[src/rtl/mem_pkg.sv]
// Shared definitions for the word-array controller: FSM state encodings and read/write bus polarity.
// Latency: none (types and constants only).
// Backpressure: none (types and constants only).
package mem_pkg;

    // Controller phases; VERIFY is only entered when write read-back is compiled in.
    typedef enum logic [2:0] {
        IDLE   = 3'd0,
        SETUP  = 3'd1,
        ACCESS = 3'd2,
        VERIFY = 3'd3,
        RESP   = 3'd4
    } mem_state_t;

    // Polarity of the word_rw strobe seen by the array.
    localparam logic RW_READ  = 1'b1;
    localparam logic RW_WRITE = 1'b0;

endpackage

[src/rtl/mem_addr_dec.sv]
// Word address to one-hot select decoder with a global enable; all-zero when disabled.
// Latency: combinational.
// Backpressure: none; the select follows en/addr directly.
module mem_addr_dec #(
    parameter int ADDR_W = 4
) (
    input  logic                     en,
    input  logic [ADDR_W-1:0]        addr,
    output logic [(1<<ADDR_W)-1:0]   sel
);

    // Every address maps to exactly one bit, so at most one bit is ever high.
    always_comb begin
        sel = '0;
        for (int i = 0; i < (1 << ADDR_W); i++) begin
            if (en && (addr == ADDR_W'(i))) begin
                sel[i] = 1'b1;
            end
        end
    end

endmodule

[src/rtl/mem_ctrl.sv]
// Single-request controller for a 4-bit word array: setup, timed access, optional write read-back (MEM_CTRL_READBACK_EN).
// Latency: ACCESS_CYC+2 cycles from accept to response; 2*ACCESS_CYC+3 for writes with read-back enabled.
// Backpressure: req_ready only in IDLE; response held in RESP until rsp_ready.
module mem_ctrl
    import mem_pkg::*;
#(
    parameter int ADDR_W     = 4,
    parameter int ACCESS_CYC = 2    // 1..15, fits the 4-bit phase counter
) (
    input  logic                     clk,
    input  logic                     rst_n,
    input  logic                     req_valid,
    output logic                     req_ready,
    input  logic                     req_write,
    input  logic [ADDR_W-1:0]        req_addr,
    input  logic [3:0]               req_wdata,
    output logic                     rsp_valid,
    input  logic                     rsp_ready,
    output logic [3:0]               rsp_rdata,
    output logic                     rsp_err,
    output logic [(1<<ADDR_W)-1:0]   word_sel,
    output logic                     word_rw,
    output logic [3:0]               word_din,
    input  logic [3:0]               word_dout
);

    localparam logic [3:0] ACC_LAST = 4'(ACCESS_CYC - 1);
`ifdef MEM_CTRL_READBACK_EN
    // VERIFY count 0 is the select-dropped turnaround, 1..ACCESS_CYC are the read cycles.
    localparam logic [3:0] VFY_LAST = 4'(ACCESS_CYC);
`endif

    mem_state_t         state_q;
    mem_state_t         state_nxt;
    logic [3:0]         cnt_q;
    logic [ADDR_W-1:0]  addr_q;
    logic               wr_q;
    logic               rw_q;
    logic [3:0]         din_q;
    logic [3:0]         rdata_q;
    logic               sel_en;
    logic               acc_last;
    logic               accept;
`ifdef MEM_CTRL_READBACK_EN
    logic               err_q;
    logic               vfy_last;
`endif

    assign accept = req_valid & req_ready;

    // State register; reset aborts any operation without producing a response.
    always_ff @(posedge clk) begin
        if (!rst_n) begin
            state_q <= IDLE;
        end else begin
            state_q <= state_nxt;
        end
    end

    // Next-state decode plus handshake and select-enable outputs.
    always_comb begin
        state_nxt = state_q;
        req_ready = 1'b0;
        rsp_valid = 1'b0;
        sel_en    = 1'b0;
        acc_last  = 1'b0;
`ifdef MEM_CTRL_READBACK_EN
        vfy_last  = 1'b0;
`endif
        case (state_q)
            IDLE: begin
                req_ready = 1'b1;
                if (req_valid) begin
                    state_nxt = SETUP;
                end
            end
            SETUP: begin
                state_nxt = ACCESS;
            end
            ACCESS: begin
                sel_en = 1'b1;
                if (cnt_q == ACC_LAST) begin
                    acc_last = 1'b1;
`ifdef MEM_CTRL_READBACK_EN
                    state_nxt = wr_q ? VERIFY : RESP;
`else
                    state_nxt = RESP;
`endif
                end
            end
`ifdef MEM_CTRL_READBACK_EN
            VERIFY: begin
                sel_en = (cnt_q != 4'd0);
                if (cnt_q == VFY_LAST) begin
                    vfy_last  = 1'b1;
                    state_nxt = RESP;
                end
            end
`endif
            RESP: begin
                rsp_valid = 1'b1;
                if (rsp_ready) begin
                    state_nxt = IDLE;
                end
            end
            default: begin
                state_nxt = IDLE;
            end
        endcase
    end

    // Phase counter: restarts on every state change, advances inside the timed phases.
    always_ff @(posedge clk) begin
        if (!rst_n) begin
            cnt_q <= 4'd0;
        end else if (state_nxt != state_q) begin
            cnt_q <= 4'd0;
        end else if (state_q == ACCESS || state_q == VERIFY) begin
            cnt_q <= cnt_q + 4'd1;
        end
    end

    // Request capture and response data; word_rw/word_din only move on edges where word_sel is or becomes zero.
    always_ff @(posedge clk) begin
        if (!rst_n) begin
            addr_q  <= '0;
            wr_q    <= 1'b0;
            rw_q    <= RW_READ;
            din_q   <= 4'h0;
            rdata_q <= 4'h0;
`ifdef MEM_CTRL_READBACK_EN
            err_q   <= 1'b0;
`endif
        end else begin
            if (accept) begin
                addr_q  <= req_addr;
                wr_q    <= req_write;
                rw_q    <= req_write ? RW_WRITE : RW_READ;
                din_q   <= req_wdata;
                rdata_q <= 4'h0;
`ifdef MEM_CTRL_READBACK_EN
                err_q   <= 1'b0;
`endif
            end
            if (acc_last && !wr_q) begin
                rdata_q <= word_dout;
            end
`ifdef MEM_CTRL_READBACK_EN
            // Flip to read on the edge that drops the select, ahead of the read-back window.
            if (acc_last && wr_q) begin
                rw_q <= RW_READ;
            end
            if (vfy_last) begin
                err_q <= (word_dout != din_q);
            end
`endif
        end
    end

    mem_addr_dec #(
        .ADDR_W (ADDR_W)
    ) u_addr_dec (
        .en   (sel_en),
        .addr (addr_q),
        .sel  (word_sel)
    );

    assign word_rw   = rw_q;
    assign word_din  = din_q;
    assign rsp_rdata = rdata_q;
`ifdef MEM_CTRL_READBACK_EN
    assign rsp_err   = err_q;
`else
    assign rsp_err   = 1'b0;
`endif

endmodule
[config.mk]
export PLATFORM = sky130hd
export DESIGN_NAME = mem_ctrl
export DESIGN_NICKNAME = d
export VERILOG_FILES = /design/src/rtl/mem_pkg.sv /design/src/rtl/mem_addr_dec.sv /design/src/rtl/mem_ctrl.sv
export SDC_FILE = /design/constraint.sdc
export NUM_CORES = 1
export LEC_CHECK = 0
export ABC_AREA = 1
export CELL_PAD_IN_SITES_DETAIL_PLACEMENT = 1
export CELL_PAD_IN_SITES_GLOBAL_PLACEMENT = 2
export CORE_MARGIN = 8
export CORE_UTILIZATION = 28
export DETAILED_ROUTE_END_ITERATION = 8
export DONT_BUFFER_PORTS = 1
export GPL_ROUTABILITY_DRIVEN = 1
export PLACE_DENSITY = 0.8
export RECOVER_POWER = 50
export SYNTH_ARGS = -nofsm -noshare
export SYNTH_HDL_FRONTEND = slang
export SYNTH_SLANG_ARGS = --single-unit
[constraint.sdc]
create_clock -name clk -period 1.1 [get_ports clk]
set_input_delay 0.22 -clock clk [delete_from_list [all_inputs] [get_ports clk]]
set_output_delay 0.22 -clock clk [all_outputs]
set_load 0.01 [all_outputs]
==> results by group <==
Logic synthesis
  – Synth Area in Adders: 2.44%
  – Post-Syn Instances: 141
  – Synth area leader: dfxtp_1
  – FF+latch count, synth: 21
  – Syn_nets: 160
  – Compound-Gate Fraction of Synth Area: 6.85%
  – Post-synthesis sequential area ratio: between 40 and 50%
  – Proportion of synthesized area in mux cells: 0%
  – Post-Synth XOR/XNOR Area: 2.57%
  – Mean Syn Cell Area: 7.26 um2
  – Synth top area share: 41.1%
  – Synth unique cells: 23
  – Syn Std Cell Area: about 1000 um2
  – Synth area leaders: dfxtp_1 41%, nor2_1 11%, nand2_1 10%, nand3_1 7.3%, inv_1 4.0%
  – Post-Synth Simple-Gate Area: 40.0%
  – Largest family of logic cells by synthesized area: simple AND/OR/NAND/NOR gates
  – Synth warn: 0

Floorplan
  – Initial Utilization: 28.6%
  – CORE AREA: 3580 um2
  – Num rows: 22
  – Die W: 76.5 um
  – Die ar.: 5850 um2
  – Die height: approximately 76 um
  – Num ports: 45

Hold path
  – Worst hold path class: primary input to register
  – Worst hold path depth: 2

Finish
  – Filler instances: 426
  – Reg area: approximately 420 um2
  – Multi-input gate area: 777 um2
  – Finished Layout Cells: 211
  – # nets final: 183
  – Share of cells above drive strength 1: 44.8%
  – Layout area overhead: 48.7%
  – ANT cells: 0

Route
  – Drt pass-1 iters: 4
  – Final ANT Viol Nets: 0
  – Iteration-0 DRC Markers: 15
  – DRC Markers: 0
  – DR WL/cell: 15.9 um
  – Via count: 1,012
  – Final wirelength: 3350 um
  – Vias/cell: 4.80

Critical path
  – Crit path DAT: 1340 ps
  – CP max stage cell: dfxtp_2
  – CP max stage delay: between 300 and 400 ps
  – CP Data Required Time: 880 ps
  – WP buf/inv: 1
  – Crit path capture type: primary output
  – Cells on worst reg2reg path: 8
  – Worst path depth: 4
  – CP max FO: 5
  – Crit path kind: register to primary output
  – Crit path max-delay family: simple AND/OR/NAND/NOR gates
  – CP Cell Sequence: nor3_4 -> buf_6 -> nand3_4 -> nor2_4
  – Worst setup SP type: register

STA
  – Slew Limit Fails: 0
  – Worst hold slack: 22.6 ps
  – Final worst slack: -463 ps
  – Final period utilization: 142%
  – Final Setup Violations: 37
  – Max Freq: 640 MHz
  – Clk_skew: 4.21 ps
  – Final Hold Viols: 0
  – Post-layout min period: 1560 ps
  – RSZ-0062 raised after global routing: yes

Power
  – PwrDens: 1040 nW/um2
  – Worst vdd ir: 0.519 mV
  – Leak: 0.000538 uW

Global routing
  – Initial antenna violation count: 0
  – Global-route wire length before repair: 5490 um
  – Gr ovfl total: 0
  – GRT Overall Usage: 11.6%
  – Largest net degree at the start of global routing: 13
  – Vias in the first global route: 1,102

Clock tree
  – Clock latency on the worst-skew pair: about 300 ps
  – TritonCTS clock tree: built
  – CTS Sinks: 21
  – Clock Pin Slew Worst Setup and Hold Paths: between 100 and 150 ps
  – Longest Clk Path Bufs: 2
  – Total CTS buffers: 3
  – CTS HTree Levels: 1
  – Root Buffer: clkbuf_4

Status
  – Status: complete, but fails checks
  – Failing checks: negative setup slack

Flow run
  – MaxCap Viol Count: 0

Placement
  – Post-placement cell count: 200
  – HPWL Detailed: ~2400 um
  – GPL Wtd Cong: roughly 0.76
  – Port Buffers: 0
==> metrics by stage <==
step	cell area [um2]	total power (uW)	utilization [%]	setup TNS [ps]	worst slack [ps]
finish	1520	1580	42.5	-10430	-463
global placement	1170	1080	32.6	-2660	-125
detailed placement	1170	1090	32.6	-3860	-189
CTS	1470	1590	41.2	-9840	-459
floorplan	1020	1000	-	-1100	-68.6
global route	1520	1680	42.5	-13020	-543
==> synthesized netlist by cell type, drive strengths merged <==
cell type and instances:
xor2 2, inv 15, o22a 1, nand2 30, buf 1, o21ai 4
nand3 18, a21oi 7, xnor2 1, nor3 1, ha 2, clkinv 1
nor2 34, conb 1, o22ai 1, dfxtp 21, nand3b 1
==> kinds of logic (layout without fill, tap and decap cells) <==
family / count (synthesis) / count (layout)
adder cells (fa/ha/maj): 2 / 2
AO/OA/AOI/OAI: 13 / 13
buffers and inverters: 17 / 39
flip-flops: 21 / 21
AND/OR/NAND/NOR: 84 / 84
XOR/XNOR: 3 / 3
other: 1 / 1
==> layout make-up <==
cell class                 count  area share [%]
multi-input combinational    103            51.1
clock inverter                 1           0.329
inverter                      16            4.44
timing repair buffer          19            10.9
clock buffer                   3            1.48
sequential                    21            27.9
tap                           48            3.95
==> flip-flops by register name, summed over array words and instances, names as in the netlist <==
signal	flops
addr_q	4
cnt_q	4
rsp_rdata	4
state_q	3
word_din	4
word_rw	1
wr_q	1
==> path summary, 6_finish.rpt <==
path | slack (ps) | start | endpoint
max | -460 | state_q[2] | word_sel[10]
min | 20 | req_wdata[2] | word_din[2]
max reg2reg | -210 | state_q[1] | rsp_rdata[0]
min reg2reg | 510 | word_din[0] | word_din[0]
==> power breakdown <==
group          internal [uW]  switching (uW)
sequential               798            40.0
combinational            146             231
clock                    135             234
total                   1080             505
==> layout by cell type (no fill, tap or decap), drive strengths merged, types with 3 or more instances in the layout <==
cell type  instances
nor2              34
nand2             30
dfxtp             21
buf               19
nand3             18
inv               15
a21oi              7
o21ai              4
clkbuf             3
==> timing repair <==
action / CTS / global route
setup buffers: 5 / 3
pin swaps: 10 / 8
endpoints found under the setup margin: 36 / 38
hold buffers: 0 / 0
gates resized for setup: 64 / 5
==> layer usage <==
| layer | track usage [%] | vias to the layer above | wire length (um) |
|---|---|---|---|
| li1 | - | 492 | - |
| met1 | 11.5 | 484 | 1190 |
| met2 | 21.3 | 32 | 1860 |
| met3 | 4.48 | 4 | 267 |
| met4 | 4.04 | 0 | 31 |
| met5 | 0 | - | 0 |
(Power assumes the default switching activity.)
